--- src/rtl/regfile_scrub.sv ---
// Register file with two combinational read ports, one write port and an internal
// zero-scrub engine instead of per-flop reset. Optional forwarding: REGFILE_BYPASS_EN.

module regfile_scrub_rdport #(
    parameter int XLEN = 32,
    parameter int AW   = 5
) (
    input  logic [AW-1:0]   addr,
    input  logic [XLEN-1:0] arr_data,
    input  logic            ready,
    input  logic            byp_hit,
    input  logic [XLEN-1:0] byp_data,
    output logic [XLEN-1:0] data
);
    // Never expose array contents before the scrub has finished.
    always_comb begin
        data = '0;
        if (ready && addr != '0) begin
            data = byp_hit ? byp_data : arr_data;
        end
    end
endmodule

module regfile_scrub #(
    parameter  int XLEN  = 32,
    parameter  int NREGS = 32,
    localparam int AW    = $clog2(NREGS)
) (
    input  logic            clk,
    input  logic            rst,
    input  logic            clr,
    input  logic            we,
    input  logic [AW-1:0]   rd,
    input  logic [XLEN-1:0] rd_data,
    input  logic [AW-1:0]   rs1,
    input  logic [AW-1:0]   rs2,
    output logic [XLEN-1:0] rs1_data,
    output logic [XLEN-1:0] rs2_data,
    output logic            ready,
    output logic [AW-1:0]   scrub_idx
);
    localparam int NPORTS = 2;

    typedef enum logic {SCRUB, READY} state_t;

    state_t          state_q, state_d;
    logic [AW-1:0]   cnt_q, cnt_d;
    logic            ready_q, ready_d;

    logic            mem_we;
    logic [AW-1:0]   mem_waddr;
    logic [XLEN-1:0] mem_wdata;
    logic [XLEN-1:0] mem [NREGS];

    always_comb begin
        state_d   = state_q;
        cnt_d     = cnt_q;
        ready_d   = ready_q;
        mem_we    = 1'b0;
        mem_waddr = rd;
        mem_wdata = rd_data;
        if (clr) begin
            state_d = SCRUB;
            cnt_d   = '0;
            ready_d = 1'b0;
        end else begin
            case (state_q)
                SCRUB: begin
                    // rst gates the array because it is only clocked, never reset.
                    mem_we    = rst;
                    mem_waddr = cnt_q;
                    mem_wdata = '0;
                    cnt_d     = cnt_q + 1'b1;
                    if (cnt_q == AW'(NREGS - 1)) begin
                        state_d = READY;
                        ready_d = 1'b1;
                    end
                end
                READY: begin
                    mem_we = rst && we && (rd != '0);
                end
                default: begin
                    state_d = SCRUB;
                    cnt_d   = '0;
                    ready_d = 1'b0;
                end
            endcase
        end
    end

    always_ff @(posedge clk or negedge rst) begin
        if (!rst) begin
            state_q <= SCRUB;
            cnt_q   <= '0;
            ready_q <= 1'b0;
        end else begin
            state_q <= state_d;
            cnt_q   <= cnt_d;
            ready_q <= ready_d;
        end
    end

    always_ff @(posedge clk) begin
        if (mem_we) begin
            mem[mem_waddr] <= mem_wdata;
        end
    end

    logic [NPORTS-1:0][AW-1:0]   rs_addr;
    logic [NPORTS-1:0][XLEN-1:0] rs_rdata;
    logic [NPORTS-1:0]           rs_byp;

    assign rs_addr = {rs2, rs1};

    for (genvar p = 0; p < NPORTS; p++) begin : g_rd
`ifdef REGFILE_BYPASS_EN
        assign rs_byp[p] = we && (rd != '0) && (rs_addr[p] == rd);
`else
        assign rs_byp[p] = 1'b0;
`endif
        regfile_scrub_rdport #(.XLEN(XLEN), .AW(AW)) u_port (
            .addr     (rs_addr[p]),
            .arr_data (mem[rs_addr[p]]),
            .ready    (ready_q),
            .byp_hit  (rs_byp[p]),
            .byp_data (rd_data),
            .data     (rs_rdata[p])
        );
    end

    assign rs1_data  = rs_rdata[0];
    assign rs2_data  = rs_rdata[1];
    assign ready     = ready_q;
    assign scrub_idx = cnt_q;
endmodule

--- config.mk ---
export PLATFORM = sky130hd
export DESIGN_NAME = regfile_scrub
export DESIGN_NICKNAME = d
export VERILOG_FILES = /design/src/rtl/regfile_scrub.sv
export SDC_FILE = /design/constraint.sdc
export NUM_CORES = 1
export LEC_CHECK = 0
export BUFFER_PORTS_ARGS = -buffer_cell sky130_fd_sc_hd__buf_2
export CORE_MARGIN = 3
export CORE_UTILIZATION = 55
export CTS_CLUSTER_DIAMETER = 150
export CTS_CLUSTER_SIZE = 40
export DETAILED_ROUTE_END_ITERATION = 16
export PLACE_DENSITY = 0.72
export SKIP_CTS_REPAIR_TIMING = 1
export SLEW_MARGIN = 20
export SYNTH_ARGS = -nofsm -noshare
export SYNTH_HDL_FRONTEND = slang
export SYNTH_SLANG_ARGS = --single-unit
--- constraint.sdc ---
create_clock -name clk -period 9.5 [get_ports clk]
set_input_delay 0.475 -clock clk [delete_from_list [all_inputs] [get_ports clk]]
set_output_delay 0.475 -clock clk [all_outputs]
set_load 0.01 [all_outputs]
**Yosys cells after proc, flatten, opt, wreduce, memory -nomap -nowiden**

Memories as Yosys holds them, arrays and structs flattened.
Index checks and enable logic that the tools add are counted.

- Register bits after elaboration: 7
- RAM bits: 1,024
- Input bits: 51
- Output and inout port bits: 70
- Word-level logic and storage cells: 35
- Memories: 1

Memories:

| memory | depth | width | rd ports | clocked after memory_dff | wr ports | RTL line | RTL |
|---|---|---|---|---|---|---|---|
| mem | 32 | 32 | 2 | 0 | 1 | 53 | `logic [XLEN-1:0] mem [NREGS];` |

- Add/sub/neg operators: 1
- Equality and inequality tests: 2
- Mux-type cells: 18
- Bitwise gates (word level): 1
- Reductions and logical operators: 9

Operators with widths:

| kind | number |
|---|---|
| 32-bit two-way mux | 4 |
| 5-bit two-way mux | 4 |
| 5-bit nonzero test | 3 |
| 1-bit two-way mux | 9 |
| 5-bit by 1-bit adder with 5-bit output, second input constant | 1 |
| 5-bit == test, second input constant | 1 |
| 1-bit logical AND | 4 |
| 2-bit inequality test, second input constant | 1 |
| 1-bit one-hot mux with 2 select lines | 1 |
| 2-bit AND reduction | 1 |
| 2-bit nonzero test | 1 |
| 1-bit NOT | 1 |

**Logic depth before layout (Yosys ltp)**

- Depth in word-level cells: 6
- Mapped depth: 9
- Gate-level depth less buffers: 5

**Modules after synthesis**

A second synthesis with hierarchy kept.

- Cells, all modules: 3,632
- Area total of the unflattened synthesis: 50,878.8 sq um

By module, submodules not included:

| module | times used | cells each | area an instance (sq um) | seq. area each (sq um) |
|---|---|---|---|---|
| regfile_scrub | 1 | 3,472 | 49,462.4 | 30,924.7 |
| regfile_scrub_rdport | 2 | 80 | 708.2 | 0.0 |

**Least setup slack after synthesis**

No wires, ideal clock.

- Path type: in2reg
- Start: in clr
- End: mem mem[4][0], enable pin
- Library setup time: 0.421 ns
- Arrival time: 2.916 ns
- Data required time: 9.079 ns
- Slack: 6.163 ns
- Stages: 5
- Buffers on the path: 1
- Path through: clkbuf_1 -> or4b_2 -> o21ai_0 -> nand2_1 -> nor2_1

- Longest elaborated chain between the ends: 3
- Elaborated cells between the ends (all ways): 4
- Those cells by class: mux: 4

Ends and longest elaborated chain:

| what | RTL line | RTL |
|---|---|---|
| start: declaration | 31 | `input logic clr,` |
| 1-bit two-way mux | 62 | `if (clr) begin` |
| 1-bit two-way mux | 104 | `if (mem_we) begin` |
| 1-bit two-way mux (implied by the code) | 105 | `mem[mem_waddr] <= mem_wdata;` |
| end: declaration | 53 |  |

Parallel ways exist; a longest one is shown, timed or not.

**Worst setup path after layout**

- Start: in rs2[3]
- End: out rs2_data[6]

- Longest elaborated chain between the ends: 3
- Elaborated cells between the ends (all ways): 4
- Those cells by class: mux: 1; reduce/logical: 2; memory: 1

Ends and longest elaborated chain:

| what | RTL line | RTL |
|---|---|---|
| start: declaration | 36 | `input logic [AW-1:0] rs2,` |
| parallel branches: the longest is 2 deep, another holds memory 32 x 32 bit | n/a |  |
| 32-bit two-way mux * | 18 | `if (ready && addr != '0) begin` |
| end: declaration | 38 | `output logic [XLEN-1:0] rs2_data,` |

Mark *: on every way between the ends.

==> impl_results.md <==
- CP endpoint kind: primary output
- Violation count after the first detailed-route iteration: 4,463
- Top-Level Pins: 121
- Total power divided by cell area: 149 nW/um^2
- Sequential cell area: 30,900 sq um
- Setup TNS: 0 ns
- Minimum setup slack among reg-to-reg paths: 4.92 ns
- Vias after detailed routing: 28,180
- Peak VDD IR: 0.161 mV
- Mean instance size in the synthesized netlist: 18.7 sq um
- Worst-path fanout max: 38
- Final Hold Vio Count: 0
- Number of cell instances on the worst register-to-register path: 6
- Cell count after synthesis: 2,582
- Endpoint of the worst hold path: ready$_DFFE_PN0P_
- Crit path time final: 4.70 ns
- Floorplan row count: 108
- Setup repair after global routing missed its margin: no
- Area of the die: 91,400 sq um
- Max clock buf depth: 3
- Critical path type: in2out
- Final clock skew: 0.0175 ns
- Largest net degree at the start of global routing: 113
- Fill cell count: 6,112
- Yosys top cell area share: 63.7%
- H-tree levels: 1
- Residual DRC: 0
- Maximum cell stage delay along the critical path: 0.76 ns
- Number of CTS-inserted buffers: 29
- Synth warn: 0
- Die span in y: 302 um
- Worst r2r src: state_q$_DFF_PN0_
- CP max-delay cell: buf_4
- Critical path startpoint category: input pin
- Area growth from synthesis to layout: 6.40%
- Number of antenna violations at the first check in global routing: 5
- Post-route design area: 51,400 sq um
- Dominant cell type by count on the critical path: buf_4
- Setup WS post-layout: 4.80 ns
- Reg-to-Reg End: mem[8][26]$_DFFE_PP_
- Maxcap violations: 0
- Crit path cell chain: buf_4 > buf_4 > or3b_2 > buf_4 > o221ai_1 > a221oi_2 > a211oi_1 > buf_2
- Highest Clock Rate: 213 MHz
- Placed cells: 3,734
- Total Routed Length: 144,000 um
- Clock input transition at the sequential cells of the worst setup and hold paths: 0.15 ns
- Hold path cells: 2
- Syn nets: 2,635
- Wire length of the first global-routing pass: 205,000 um
- Final count of pins violating max slew: 0
- Async set-or-reset flop fraction in the synthesized netlist: 0.679%
- Distinct cell type count after synthesis: 44
- Type of the most critical hold path: in2reg
- Root cell of the clock tree: clkbuf_16
- Initial Util: 55.6%
- HPWL after detailed placement: 80,800 um
- Final Non-Filler Cells: 3,791
- Area of the placeable core: 86,900 sq um
- Total congestion overflow: 0
- Run status: complete, no violations
- WP data required: 9.03 ns
- Cell taking the most area after synthesis: edfxtp_1
- Startpoint of the most critical hold path: clr
- Iteration count of the initial detailed-routing pass: 5
- Multi-input logic area: 16,800 sq um
- Number of nets in the layout: 2,664
- Sequential fraction of the synthesis area: 64.0%
- Number of enable flip-flop cells after synthesis: 1,024
- Fraction of final layout cells with drive strength greater than 1: 28.9%
- Via count of the first global-routing pass: 28,125
- Critical path buffer and inverter count: 4
- Final period utilization: 49.5%
- Cell area after technology mapping: 48,300 sq um
- Number of vias per cell: 7.43
- Instance area after placement: 50,500 sq um
- Port-buffer cells: 120
- CTS tree: done
- Count of cell instances traversed by the critical path: 8
- WL per Instance: 38.0 um
- Data arrival at the endpoint of the critical path: 4.23 ns
- Clock network latency to the later pin of the worst-skew pair: 0.68 ns
- Max-slew headroom: 28.9%
- Most area-consuming cells after synthesis: edfxtp_1 64%, mux4_2 18%, mux2i_1 7.6%
- Clock Sink Count: 1,031
- Least-Margin Pin Slew: 1.06 ns
- Final setup violation count: 0
- Global-route total usage across every layer: 31.6%
- Top cell family by delay on the critical path: buffers and inverters
- Top FF cell, synth: edfxtp_1
- Placer's final routability congestion estimate: 0.829
- Overall die width: 302 um
- Fin util: 59.1%
- Synthesized flop and latch total: 1,031
- Worst slack, placed: 4.92 ns
- ANT nets after route: 0
- Leak: 16.8 nW
stage by stage:
step                hold slack, ns  power (mW)
floorplan                    0.179        5.63
global placement             0.317        5.83
detailed placement           0.329        5.85
CTS                         -0.407        7.63
global route                 0.129        7.83
finish                       0.113        7.63
cell type report:
type,instances,area share [%]
sequential,1031,60.2
multi-input combinational,1342,32.8
tap,1155,2.81
timing repair buffer,204,2.59
clock buffer,52,1.58
clock inverter,1,0.0219
inverter,3,0.0219
antenna,3,0.0146
worst max-delay path by stage:
stage | endpoint | slack (ns) | startpoint
2_1_floorplan | mem[4][0]$_DFFE_PP_ | 6.16 | clr
3_3_place_gp | rs1_data[8] | 4.90 | rs1[0]
3_5_place_dp | rs1_data[8] | 4.92 | rs1[0]
4_1_cts | rs1_data[8] | 4.92 | rs1[0]
5_1_grt | rs1_data[8] | 4.66 | rs1[0]
6_report | rs2_data[6] | 4.80 | rs2[3]
cells in the mapped netlist (16+ instances only):
cell type	count
edfxtp_1	1024
mux4_2	376
mux2i_1	365
buf_2	88
clkbuf_1	87
o221ai_1	86
nand2_1	85
nand3_1	56
mux2_2	54
a21oi_1	53
nor2_1	46
nor2b_1	40
a211oi_1	32
a2bb2oi_1	32
a221oi_2	23
o22a_1	22
a22oi_1	20
buf_4	16
report_power, final:
group | total [mW] | switching, mW | internal (mW) | leakage (nW)
Combinational | 0.726 | 0.436 | 0.290 | 6.94
Sequential | 5.03 | 0.0115 | 5.02 | 9.45
Clock | 1.87 | 1.28 | 0.593 | 0.391
Total | 7.63 | 1.73 | 5.91 | 16.8
flip-flops by register name (all words and copies together) (netlist names):
register	count
scrub_idx	5
ready	1
mem	1024
state_q	1
placed cells by master (no fill, tap or decap), drive strengths merged, types with 46 or more instances in the layout:
cell type,n
buf,202
o221ai,86
a21oi,53
edfxtp,1024
nand2,85
mux2i,365
nor2,46
clkbuf,53
nand3,56
mux2,54
mux4,376
per-layer routing:
metal | wire, um | global-route usage (%)
met1 | 53500 | 45.8
met2 | 65200 | 47.9
met4 | 5370 | 9.43
met3 | 19800 | 8.36
met5 | 11 | 0
worst reg2reg max path, stage by stage, from the launching register on:
cell and delay, ns:
dfrtp_1 0.59, nor2_4 0.71, buf_4 0.57, mux2i_1 0.30
nand3_1 0.64, nor2_4 0.82, buf_4 0.60
cells by family (layout without fill, tap and decap cells):
| kind of cell | Yosys count | after routing | share of synthesized area [%] |
|---|---|---|---|
| XOR/XNOR | 3 | 3 | 0.0544 |
| multiplexers | 795 | 795 | 26.4 |
| other | 0 | 3 | 0 |
| buffers and inverters | 209 | 260 | 2.07 |
| adder cells (fa/ha/maj) | 2 | 2 | 0.0518 |
| AO/OA/AOI/OAI | 283 | 283 | 4.86 |
| AND/OR/NAND/NOR | 259 | 259 | 2.59 |
| flip-flops | 1031 | 1031 | 64.0 |
Power figures use the tool's default switching activity.
